--- src/rtl/keypad_pkg.sv ---
// Shared state encoding and width helpers for the keypad scanner.
package keypad_pkg;

  localparam logic [1:0] ST_SCAN     = 2'd0;
  localparam logic [1:0] ST_DEBOUNCE = 2'd1;
  localparam logic [1:0] ST_HOLD     = 2'd2;
  localparam logic [1:0] ST_RELEASE  = 2'd3;

  typedef enum logic [1:0] {
    SCAN     = ST_SCAN,
    DEBOUNCE = ST_DEBOUNCE,
    HOLD     = ST_HOLD,
    RELEASE  = ST_RELEASE
  } state_t;

  // Index width that stays at least one bit for degenerate sizes.
  function automatic int idx_w(input int n);
    return (n > 1) ? $clog2(n) : 1;
  endfunction

  function automatic int key_w(input int rows, input int cols);
    return idx_w(rows * cols);
  endfunction

  function automatic int col_idx_w(input int cols);
    return idx_w(cols);
  endfunction

endpackage

--- src/rtl/sync_2ff.sv ---
// Two-flop synchronizer for asynchronous level inputs; 2 clk latency, no backpressure.
// Resets to all ones so released (pulled-up) inputs read idle.
module sync_2ff #(
  parameter int WIDTH = 1
) (
  input  logic             clk,
  input  logic             rst_n,
  input  logic [WIDTH-1:0] d,
  output logic [WIDTH-1:0] q
);

  logic [WIDTH-1:0] meta;

  always_ff @(posedge clk or negedge rst_n) begin
    if (!rst_n) begin
      meta <= '1;
      q    <= '1;
    end else begin
      meta <= d;
      q    <= meta;
    end
  end

endmodule

--- src/rtl/keypad_scan_ctrl.sv ---
// Matrix keypad scanner emitting one debounced key code per press; key_valid 1 clk after the last debounce tick.
// key_valid is held until key_ready; scan_ena drops while a key waits, stalling the scan divider.
module keypad_scan_ctrl
  import keypad_pkg::*;
#(
  parameter int NUM_ROWS       = 4,
  parameter int NUM_COLS       = 4,
  parameter int DEBOUNCE_TICKS = 4
) (
  input  logic                                   clk,
  input  logic                                   rst_n,
  input  logic                                   scan_tick,
  input  logic [NUM_ROWS-1:0]                    row_n,
  output logic [NUM_COLS-1:0]                    col_n,
  output logic                                   scan_ena,
  output logic                                   key_valid,
  input  logic                                   key_ready,
  output logic [key_w(NUM_ROWS, NUM_COLS)-1:0]   key_code,
  output logic                                   key_held
);

  localparam int KEY_W = key_w(NUM_ROWS, NUM_COLS);
  localparam int COL_W = col_idx_w(NUM_COLS);
  localparam int ROW_W = idx_w(NUM_ROWS);
  localparam int CNT_W = $clog2(DEBOUNCE_TICKS + 1);

  localparam logic [COL_W-1:0] COL_LAST = COL_W'(NUM_COLS - 1);
  localparam logic [CNT_W-1:0] CNT_LAST = CNT_W'(DEBOUNCE_TICKS - 1);

  logic [NUM_ROWS-1:0] row_s;

  sync_2ff #(
    .WIDTH (NUM_ROWS)
  ) u_row_sync (
    .clk   (clk),
    .rst_n (rst_n),
    .d     (row_n),
    .q     (row_s)
  );

  state_t           state, state_nxt;
  logic [COL_W-1:0] col_idx, col_idx_nxt;
  logic [ROW_W-1:0] row_idx, row_idx_nxt;
  logic [CNT_W-1:0] cnt, cnt_nxt;
  logic             key_valid_nxt;
  logic [KEY_W-1:0] key_code_nxt;
  logic             key_held_nxt;

  logic             tick;
  logic             any_low;
  logic [ROW_W-1:0] low_row;
  logic             latched_low;
  logic [COL_W-1:0] col_adv;
  logic [KEY_W-1:0] code_now;

  assign scan_ena    = (state != HOLD);
  assign tick        = scan_tick & scan_ena;
  assign col_n       = ~(NUM_COLS'(1) << col_idx);
  assign latched_low = ~row_s[row_idx];
  assign col_adv     = (col_idx == COL_LAST) ? '0 : col_idx + COL_W'(1);
  assign code_now    = KEY_W'(KEY_W'(row_idx) * KEY_W'(NUM_COLS)) + KEY_W'(col_idx);

  // Lowest-index low row wins when several rows drop on the same column.
  always_comb begin
    any_low = 1'b0;
    low_row = '0;
    for (int r = NUM_ROWS - 1; r >= 0; r--) begin
      if (!row_s[r]) begin
        any_low = 1'b1;
        low_row = ROW_W'(r);
      end
    end
  end

  always_ff @(posedge clk or negedge rst_n) begin
    if (!rst_n) begin
      state     <= SCAN;
      col_idx   <= '0;
      row_idx   <= '0;
      cnt       <= '0;
      key_valid <= 1'b0;
      key_code  <= '0;
      key_held  <= 1'b0;
    end else begin
      state     <= state_nxt;
      col_idx   <= col_idx_nxt;
      row_idx   <= row_idx_nxt;
      cnt       <= cnt_nxt;
      key_valid <= key_valid_nxt;
      key_code  <= key_code_nxt;
      key_held  <= key_held_nxt;
    end
  end

  always_comb begin
    state_nxt     = state;
    col_idx_nxt   = col_idx;
    row_idx_nxt   = row_idx;
    cnt_nxt       = cnt;
    key_valid_nxt = key_valid;
    key_code_nxt  = key_code;
    key_held_nxt  = key_held;

    unique case (state)
      SCAN: begin
        if (tick) begin
          if (any_low) begin
            row_idx_nxt = low_row;
            cnt_nxt     = '0;
            state_nxt   = DEBOUNCE;
          end else begin
            col_idx_nxt = col_adv;
          end
        end
      end

      DEBOUNCE: begin
        if (tick) begin
          if (latched_low) begin
            if (cnt == CNT_LAST) begin
              key_code_nxt  = code_now;
              key_valid_nxt = 1'b1;
              key_held_nxt  = 1'b1;
              state_nxt     = HOLD;
            end else begin
              cnt_nxt = cnt + CNT_W'(1);
            end
          end else begin
            col_idx_nxt = col_adv;
            state_nxt   = SCAN;
          end
        end
      end

      // Column stays frozen and ticks are masked until the consumer takes the key.
      HOLD: begin
        if (key_valid && key_ready) begin
          key_valid_nxt = 1'b0;
          cnt_nxt       = '0;
          state_nxt     = RELEASE;
        end
      end

      RELEASE: begin
        if (tick) begin
          if (latched_low) begin
            cnt_nxt = '0;
          end else begin
            cnt_nxt = cnt + CNT_W'(1);
            if (cnt == CNT_LAST) begin
              key_held_nxt = 1'b0;
              col_idx_nxt  = col_adv;
              state_nxt    = SCAN;
            end
          end
        end
      end

      default: state_nxt = SCAN;
    endcase
  end

endmodule

--- config.mk ---
export PLATFORM = sky130hd
export DESIGN_NAME = keypad_scan_ctrl
export DESIGN_NICKNAME = d
export VERILOG_FILES = /design/src/rtl/keypad_pkg.sv /design/src/rtl/sync_2ff.sv /design/src/rtl/keypad_scan_ctrl.sv
export SDC_FILE = /design/constraint.sdc
export NUM_CORES = 1
export LEC_CHECK = 0
export CORE_MARGIN = 8
export CORE_UTILIZATION = 40
export CTS_CLUSTER_SIZE = 8
export DETAILED_ROUTE_END_ITERATION = 10
export GPL_TIMING_DRIVEN = 0
export MAX_ROUTING_LAYER = met4
export REMOVE_ABC_BUFFERS = 1
export SYNTH_ARGS = -nofsm -noshare
export SYNTH_HDL_FRONTEND = slang
export SYNTH_HIERARCHICAL = 1
export SYNTH_SLANG_ARGS = --single-unit
--- constraint.sdc ---
create_clock -name clk -period 1.7 [get_ports clk]
set_input_delay 0.34 -clock clk [delete_from_list [all_inputs] [get_ports clk]]
set_output_delay 0.34 -clock clk [all_outputs]
set_load 0.02 [all_outputs]
Word level (Yosys, flattened, before mapping):

Cells that the tools add are included.

* bits of input ports: 8
* word-level logic and storage cells: 95
* register bits: 23
* output and inout bits: 11

* bitwise gates (word level): 3
* muxes and demuxes: 47
* reduce and logical (&&, ||, !) cells: 12
* order comparisons: 1
* add/sub/neg operators: 3
* equal/unequal tests: 19
* shift-type cells: 1

Operators by type and width (count)
* $mux W2: 21
* $ne A2 B2 Y1 const B: 13
* $mux W3: 8
* $reduce_and A8 Y1: 2
* $reduce_and A7 Y1: 2
* $mux W1: 12
* $pmux W3 S4: 1
* $pmux W2 S4: 1
* $eq A2 B2 Y1 const B: 3
* $pmux W2 S3: 1
* $reduce_and A5 Y1: 1
* $add A4 B2 Y4: 1
* $not A4 Y4: 1
* $pmux W1 S2: 2
* $reduce_and A4 Y1: 1
* $reduce_bool A2 Y1: 2
* $shl A1 B2 Y4 const A: 1
* $add A3 B1 Y3 const B: 1
* $eq A3 B2 Y1 const B: 1
* $lt A2 B3 Y1 const B: 1
* $ne A3 B3 Y1 const B: 1
* $reduce_and A3 Y1: 1
* $reduce_bool A3 Y1: 1
* $add A2 B1 Y2 const B: 1
* other kinds (6): 6

Logic depth before layout (Yosys ltp):

Gate-level depths: netlist (run 1).

* depth in word-level cells: 7
* depth in mapped cells: 5

Hierarchy:

Netlist (run 1), hierarchy kept.

By module, submodules not included
* keypad_scan_ctrl: times used 1, seq. area each 375.4 µm², area an instance 973.4 µm², cells an instance 99
* sync_2ff: times used 1, seq. area each 210.2 µm², area an instance 210.2 µm², cells an instance 8

Worst setup path before layout (run 1):

No wires, ideal clock.

* path kind: reg2reg
* start point: register row_idx[0]
* end point: register key_code[0]
* required time: 1.575 ns
* library setup time: 0.125 ns
* path buffers: 0
* cell stages (with the launch flop): 4
* path slack: -0.157 ns
* arrival time: 1.732 ns
* cell sequence: dfrtp_1 > mux4_2 > nor4_4 > mux2_2

* word-level cells in the longest chain between the ends: 4

Ends and longest elaborated chain
* from (decl): RTL line keypad_scan_ctrl.sv:43 `logic [ROW_W-1:0] row_idx, row_idx_nxt;`
* from (signal assigned): RTL line keypad_scan_ctrl.sv:87 `row_idx <= row_idx_nxt;`
* $bmux W1 S2: RTL line keypad_scan_ctrl.sv:59 `assign latched_low = ~row_s[row_idx];`
* $mux W1 (implied by the code): RTL line keypad_scan_ctrl.sv:59
* $not A1 Y1 (no source line)
* $reduce_and A4 Y1 (no source line)
* to (signal assigned): RTL line keypad_scan_ctrl.sv:90 `key_code <= key_code_nxt;`
* to (decl): RTL line keypad_scan_ctrl.sv:18 `output logic [key_w(NUM_ROWS, NUM_COLS)-1:0] key_code,`

No other way between the ends. The select of a mux whose other input is x is not followed.
A chain may end at the register's enable or synchronous reset.

Worst setup path after layout (run 1):

Same ends and word-level chain as after synthesis.

==> results of run 1 <==
[flip-flops by register name, summed over array words and instances (netlist names), named ones only]
signal	count
key_code	4
u_row_sync/meta	4
u_row_sync/q	4
cnt	3
col_idx	2
row_idx	2
key_held	1
key_valid	1
state	1
[cell usage in the layout (no fill, tap or decap), types with 3 or more instances in the layout]
master	instances
nand2b_1	3
clkbuf_4	3
nand2_1	6
buf_2	3
buf_4	14
ha_1	7
dlymetal6s2s_1	3
nor2_1	5
mux2_2	3
o21ai_0	3
mux2i_1	3
a21oi_1	7
nand3_1	3
dfstp_2	8
clkdlybuf4s50_1	9
dfrtp_2	5
mux2_4	4
inv_1	10
dfrtp_1	10
[what timing repair did]
action / CTS / global route
endpoints found under the setup margin: 14 / 13
pin swaps: 1 / 1
buffers inserted: 10 / 4
endpoints found under the hold margin: 0 / 0
gates resized for setup: 27 / 8
[kinds of logic after synthesis]
family,after synthesis,synth area share (%)
simple gates,28,14.2
flops,23,49.5
buf+inv,14,4.44
compound gates,24,13.4
mux,11,11.1
fa+ha+maj,7,7.40
[per-layer routing]
layer	vias up	share of wire, %	track usage (%)	routed length (microns)
met5	-	0	-	0
met4	0	0.62	4.24	15
met3	2	4.1	3.11	100
met2	14	51	17.6	1250
met1	459	44	10.9	1060
li1	443	-	-	-
[synth_stat cells]
master,number
nand2b_1,3
a21o_1,2
nand4b_1,1
o21ai_0,5
nand3_1,3
dfrtp_1,15
nand3b_1,1
nor2b_1,1
nor3b_1,2
mux2i_1,3
a31oi_1,1
or3_1,3
dfstp_2,8
nor2_1,5
o211ai_1,2
or3b_2,1
o2111a_1,1
nand2_1,6
o21a_1,1
nand4_1,1
clkbuf_1,3
mux2_2,7
a21oi_1,7
o221ai_1,1
nor4_4,1
a22o_1,1
inv_1,11
ha_1,7
o22a_1,3
mux4_2,1
[where the power goes]
| part | total (mW) | switching [mW] | internal (mW) |
|---|---|---|---|
| Clock | 0.255 | 0.166 | 0.0897 |
| Combinational | 0.743 | 0.366 | 0.377 |
| Sequential | 0.771 | 0.0999 | 0.671 |
[path summary, 6_finish.rpt]
kind,from,endpoint,cells after the start
setup reg to reg,row_idx[0],key_code[0],4
min in group asynchronous,rst_n,row_idx[0],1
hold reg to reg,u_row_sync/meta[3],u_row_sync/q[3],0
max in group asynchronous,rst_n,col_idx[0],1
setup / recovery,row_idx[0],key_code[0],4
hold / removal,u_row_sync/meta[3],u_row_sync/q[3],0
[cell type report]
cell class,count,area [sq um]
clock buffers,3,22.5
clock inverters,1,7.51
fillers,246,1240
inverters,11,41.3
multi-input cells,70,568
flip-flops and latches,23,592
well taps,31,38.8
repair buffers,32,270
==> parameters.txt, run 1 <==
Parameter                              Value

Run status
  Run status    finished, violations left
  Violations in the final reports    setup timing

Placed design
  Weighted congestion reported at the end of routability-driven placement    0.835
  Worst slack, placed    -417 ps
  Count of buffers inserted at the top-level ports    18
  Placed standard-cell area    1390 sq um
  HPWL after DPL    1690 microns
  Cell total after placement    153

Setup path
  Critical path cell sequence    mux4_2 > nor4_4 > buf_4 > mux2_4
  Worst path arrival time    1930 ps
  Flop-to-flop setup slack    -20 ps
  Cell with the biggest individual delay on the critical path    mux4_2
  Kind of end point of the critical path    register
  Data required, critical path    1910 ps
  Buf/Inv on CP    1
  Setup Crit Path Kind    register to register
  Max stage delay on crit path    570 ps
  Category of the worst setup path launch point    register
  Cell class contributing the biggest share of worst-path delay    multiplexers
  Max Fanout on Critical Path    4

Synthesis
  Cell taking the most area after synthesis    dfrtp_1
  Area fraction of the dominant cell type after synthesis    31.7%
  Sequential share of the synthesized area    49.5%
  Synth area leaders    dfrtp_1 (32%), dfstp_2 (18%), ha_1 (7.4%), mux2_2 (6.7%), inv_1 (3.5%)
  Number of instances in the synthesized netlist    107
  Distinct cell type count of the synthesized netlist    30
  Avg Inst Size Synth    11.1 sq um
  Number of register bits inferred by synthesis    23
  Netlist area before placement    1180 sq um
  Count of yosys warnings during synthesis    6

STA
  Normalized max-slew margin    33.1%
  Number of pins exceeding their max-slew limit in the final report    0
  Post-route worst setup slack    -19.6 ps
  Fmax    582 MHz
  Final worst hold slack    366 ps
  Final Skew    5.00 ps
  Number of hold violations in the final report    0
  Total Neg Setup Slack    -73.7 ps
  Unrepaired setup endpoints after global routing    yes
  Number of endpoints failing setup at the final stage    4
  Slew at the pin with the worst max-slew slack    1000 ps
  Period utilization    101%
  Period minus WS final    1720 ps

Clock tree
  Htree depth    1
  Clock tree from TritonCTS    built
  Library cell used as clock root buffer    clkbuf_4
  Buffer depth of the longest clock path    2
  CTS clock-pin slew for the worst setup and hold paths    130 ps
  Sinks on Clock Net    23
  Clk Latency, worst-skew pair    310 ps
  Number of buffers inserted during clock tree synthesis    3
  Hold bufs inserted after CTS    0

Global route
  Total global routing overflow    0
  Pin count of the biggest net entering global routing    24
  Via count of the first global-routing pass    966
  All-layer global routing usage    10.3%
  Wire length of the first global-routing pass    4210 microns
  Initial antenna violation count    0

Die
  Core area    2780 sq um
  Die W    70.4 microns
  Number of placement rows    19
  Die extent in y    70.4 microns
  Initial core utilization    42.6%
  Die area    4960 sq um
  Number of primary I/O pins    19

Pwr
  Design Power    1.77 mW
  Leakage power    0.731 nW
  Largest vdd supply drop    0.000792 V
  Power per standard cell area    1150 nW/um^2

Drt
  Wire length per cell    14.2 microns
  Vias per cell    5.37
  First-pass iteration count of the detailed router    4
  Detailed Route Iter0 Violations    30
  Wire length reported by the detailed router    2430 microns
  Number of vias after detailed routing    918
  Detail Route Antenna Nets    0
  DRC errors left    0

Cells and area
  ANT cells    0
  Final design utilization    55.4%
  Fraction of final layout cells with drive strength greater than 1    35.0%
  Area growth from synthesis to layout    30.1%
  Area of all placed cells without fillers    1540 sq um
  Total Nets Final    156
  Finished Layout Cells    171

Flow run
  Max-cap violations    0

Hold path
  Worst hold path class    register to register
Note: power is estimated with default switching activity, not from simulation.
==> inputs of run 2 (changes only) <==
CTS_CLUSTER_SIZE = 40   (was 8)
==> results of run 2 <==
Same layout as run 1: the final DEF is identical, and so are final timing and power.
==> inputs of run 3 (changes only) <==
clock period = 1.8 ns   (was 1.7 ns; I/O delays follow)
==> parameters.txt, run 3 (same netlist as run 1, synthesis figures left out) <==
Parameter                              Value

Setup path
  Worst path arrival time    1980 ps
  Cell count of the worst reg-to-reg path    4
  Setup Crit Path Kind    register to register
  Source of the worst register-to-register timing path    row_idx[0]
  Reg-to-reg endpoint    key_code[2]
  Category of the worst setup path launch point    register
  Max Fanout on Critical Path    4
  Kind of end point of the critical path    register
  Flop-to-flop setup slack    30 ps
  Data required, critical path    2010 ps

Die
  Number of primary I/O pins    19
  Initial core utilization    42.6%
  Die extent in y    70.4 microns
  Core area    2780 sq um
  Number of placement rows    19
  Die area    4960 sq um
  Die W    70.4 microns

Run status
  Run status    finished clean

Clock tree
  Buffer depth of the longest clock path    2
  Library cell used as clock root buffer    clkbuf_4
  Sinks on Clock Net    23
  Clk Latency, worst-skew pair    310 ps
  Hold bufs inserted after CTS    0
  CTS clock-pin slew for the worst setup and hold paths    130 ps
  Htree depth    1
  Clock tree from TritonCTS    built
  Number of buffers inserted during clock tree synthesis    3

Cells and area
  FILL cells    258
  Total Nets Final    153
  Area growth from synthesis to layout    26.6%
  Most frequent cells in the layout    dfrtp_1 (12), clkdlybuf4s50_1 (12), buf_4 (11), inv_1 (10), dfstp_2 (8)
  Fraction of final layout cells with drive strength greater than 1    29.9%
  ANT cells    0
  Multi-input gate area    551 sq um
  Finished Layout Cells    168
  Largest registers    key_code (4), u_row_sync/meta (4), u_row_sync/q (4)
  Area taken by flip-flops and latches    589 sq um

Pwr
  Design Power    1.65 mW
  Largest vdd supply drop    0.000756 V
  Power per standard cell area    1100 nW/um^2
  Leakage power    0.667 nW

Placed design
  Cell total after placement    153
  Weighted congestion reported at the end of routability-driven placement    0.835
  Count of buffers inserted at the top-level ports    18
  HPWL after DPL    1690 microns

Flow run
  Max-cap violations    0

Global route
  All-layer global routing usage    10.1%
  Pin count of the biggest net entering global routing    24
  Via count of the first global-routing pass    941
  Initial antenna violation count    0
  Wire length of the first global-routing pass    4110 microns
  Total global routing overflow    0

Drt
  Wire length per cell    14.0 microns
  Detailed Route Iter0 Violations    32
  First-pass iteration count of the detailed router    4
  Detail Route Antenna Nets    0
  Number of vias after detailed routing    901
  Wire length reported by the detailed router    2360 microns
  DRC errors left    0
  Vias per cell    5.36

STA
  Slew at the pin with the worst max-slew slack    999 ps
  Final worst hold slack    366 ps
  Unrepaired setup endpoints after global routing    yes
  Number of pins exceeding their max-slew limit in the final report    0
  Number of hold violations in the final report    0
  Normalized max-slew margin    33.2%
  Fmax    565 MHz
  Period minus WS final    1770 ps
  Period utilization    98.3%
  Number of endpoints failing setup at the final stage    0
  Final Skew    3.60 ps

Hold path
  Worst hold path class    register to register
  Worst hold endpoint    u_row_sync/q[3]
  Hold path startpoint    u_row_sync/meta[3]
  Count of cells along the worst hold path    0
[run 3: stage by stage]
stage,area (sq um),TNS [ps],setup WS [ps],utilization (%)
after global routing,1500,-204,-56.8,53.9
final,1500,0,29.9,53.9
after floorplan,1170,-227,-56.8,-
after global placement,1390,-2490,-321,50.0
after CTS,1490,0,6.25,53.4
after detailed placement,1390,-2540,-337,50.0
[run 3: per-layer routing]
metal / global-route usage (%) / part of all wire, % / vias up
met5: - / 0 / -
met4: 4.24 / 0.64 / 0
met3: 3.11 / 4.6 / 2
met2: 17.2 / 51 / 16
met1: 10.5 / 43 / 446
li1: - / - / 437
[run 3: how the worst max path moves through the flow]
stage	from	endpoint	slack [ps]	depth (start not counted)
after floorplan	row_idx[0]	key_code[0]	-60	3
after global placement	scan_tick	key_code[0]	-320	4
after detailed placement	scan_tick	key_code[2]	-340	4
after CTS	col_idx[0]	col_n[1]	6	4
after global routing	row_idx[0]	key_code[2]	-60	4
final	row_idx[0]	key_code[2]	30	4
[run 3: report_power, final]
| group | internal (mW) | switching, mW |
|---|---|---|
| logic | 0.340 | 0.346 |
| registers | 0.630 | 0.0900 |
| clock network | 0.0847 | 0.157 |
| total | 1.05 | 0.594 |
[run 3: critical path, stage by stage (launching register included)]
cell,delay (ps)
dfrtp_2,420
mux4_2,580
nor4_4,180
buf_4,170
mux2_2,330
[run 3: repair_timing]
| item | CTS | global route |
|---|---|---|
| setup buffers | 8 | 3 |
| resized for setup | 15 | 6 |
| pin swaps | 1 | 0 |
| endpoints found under the setup margin | 12 | 12 |
[run 3: area by class of cell]
type,instances,area share (%)
repair buffers,29,16.6
inverters,11,2.75
flip-flops and latches,23,39.3
well taps,31,2.59
clock buffers,3,1.50
multi-input cells,70,36.7
clock inverters,1,0.501
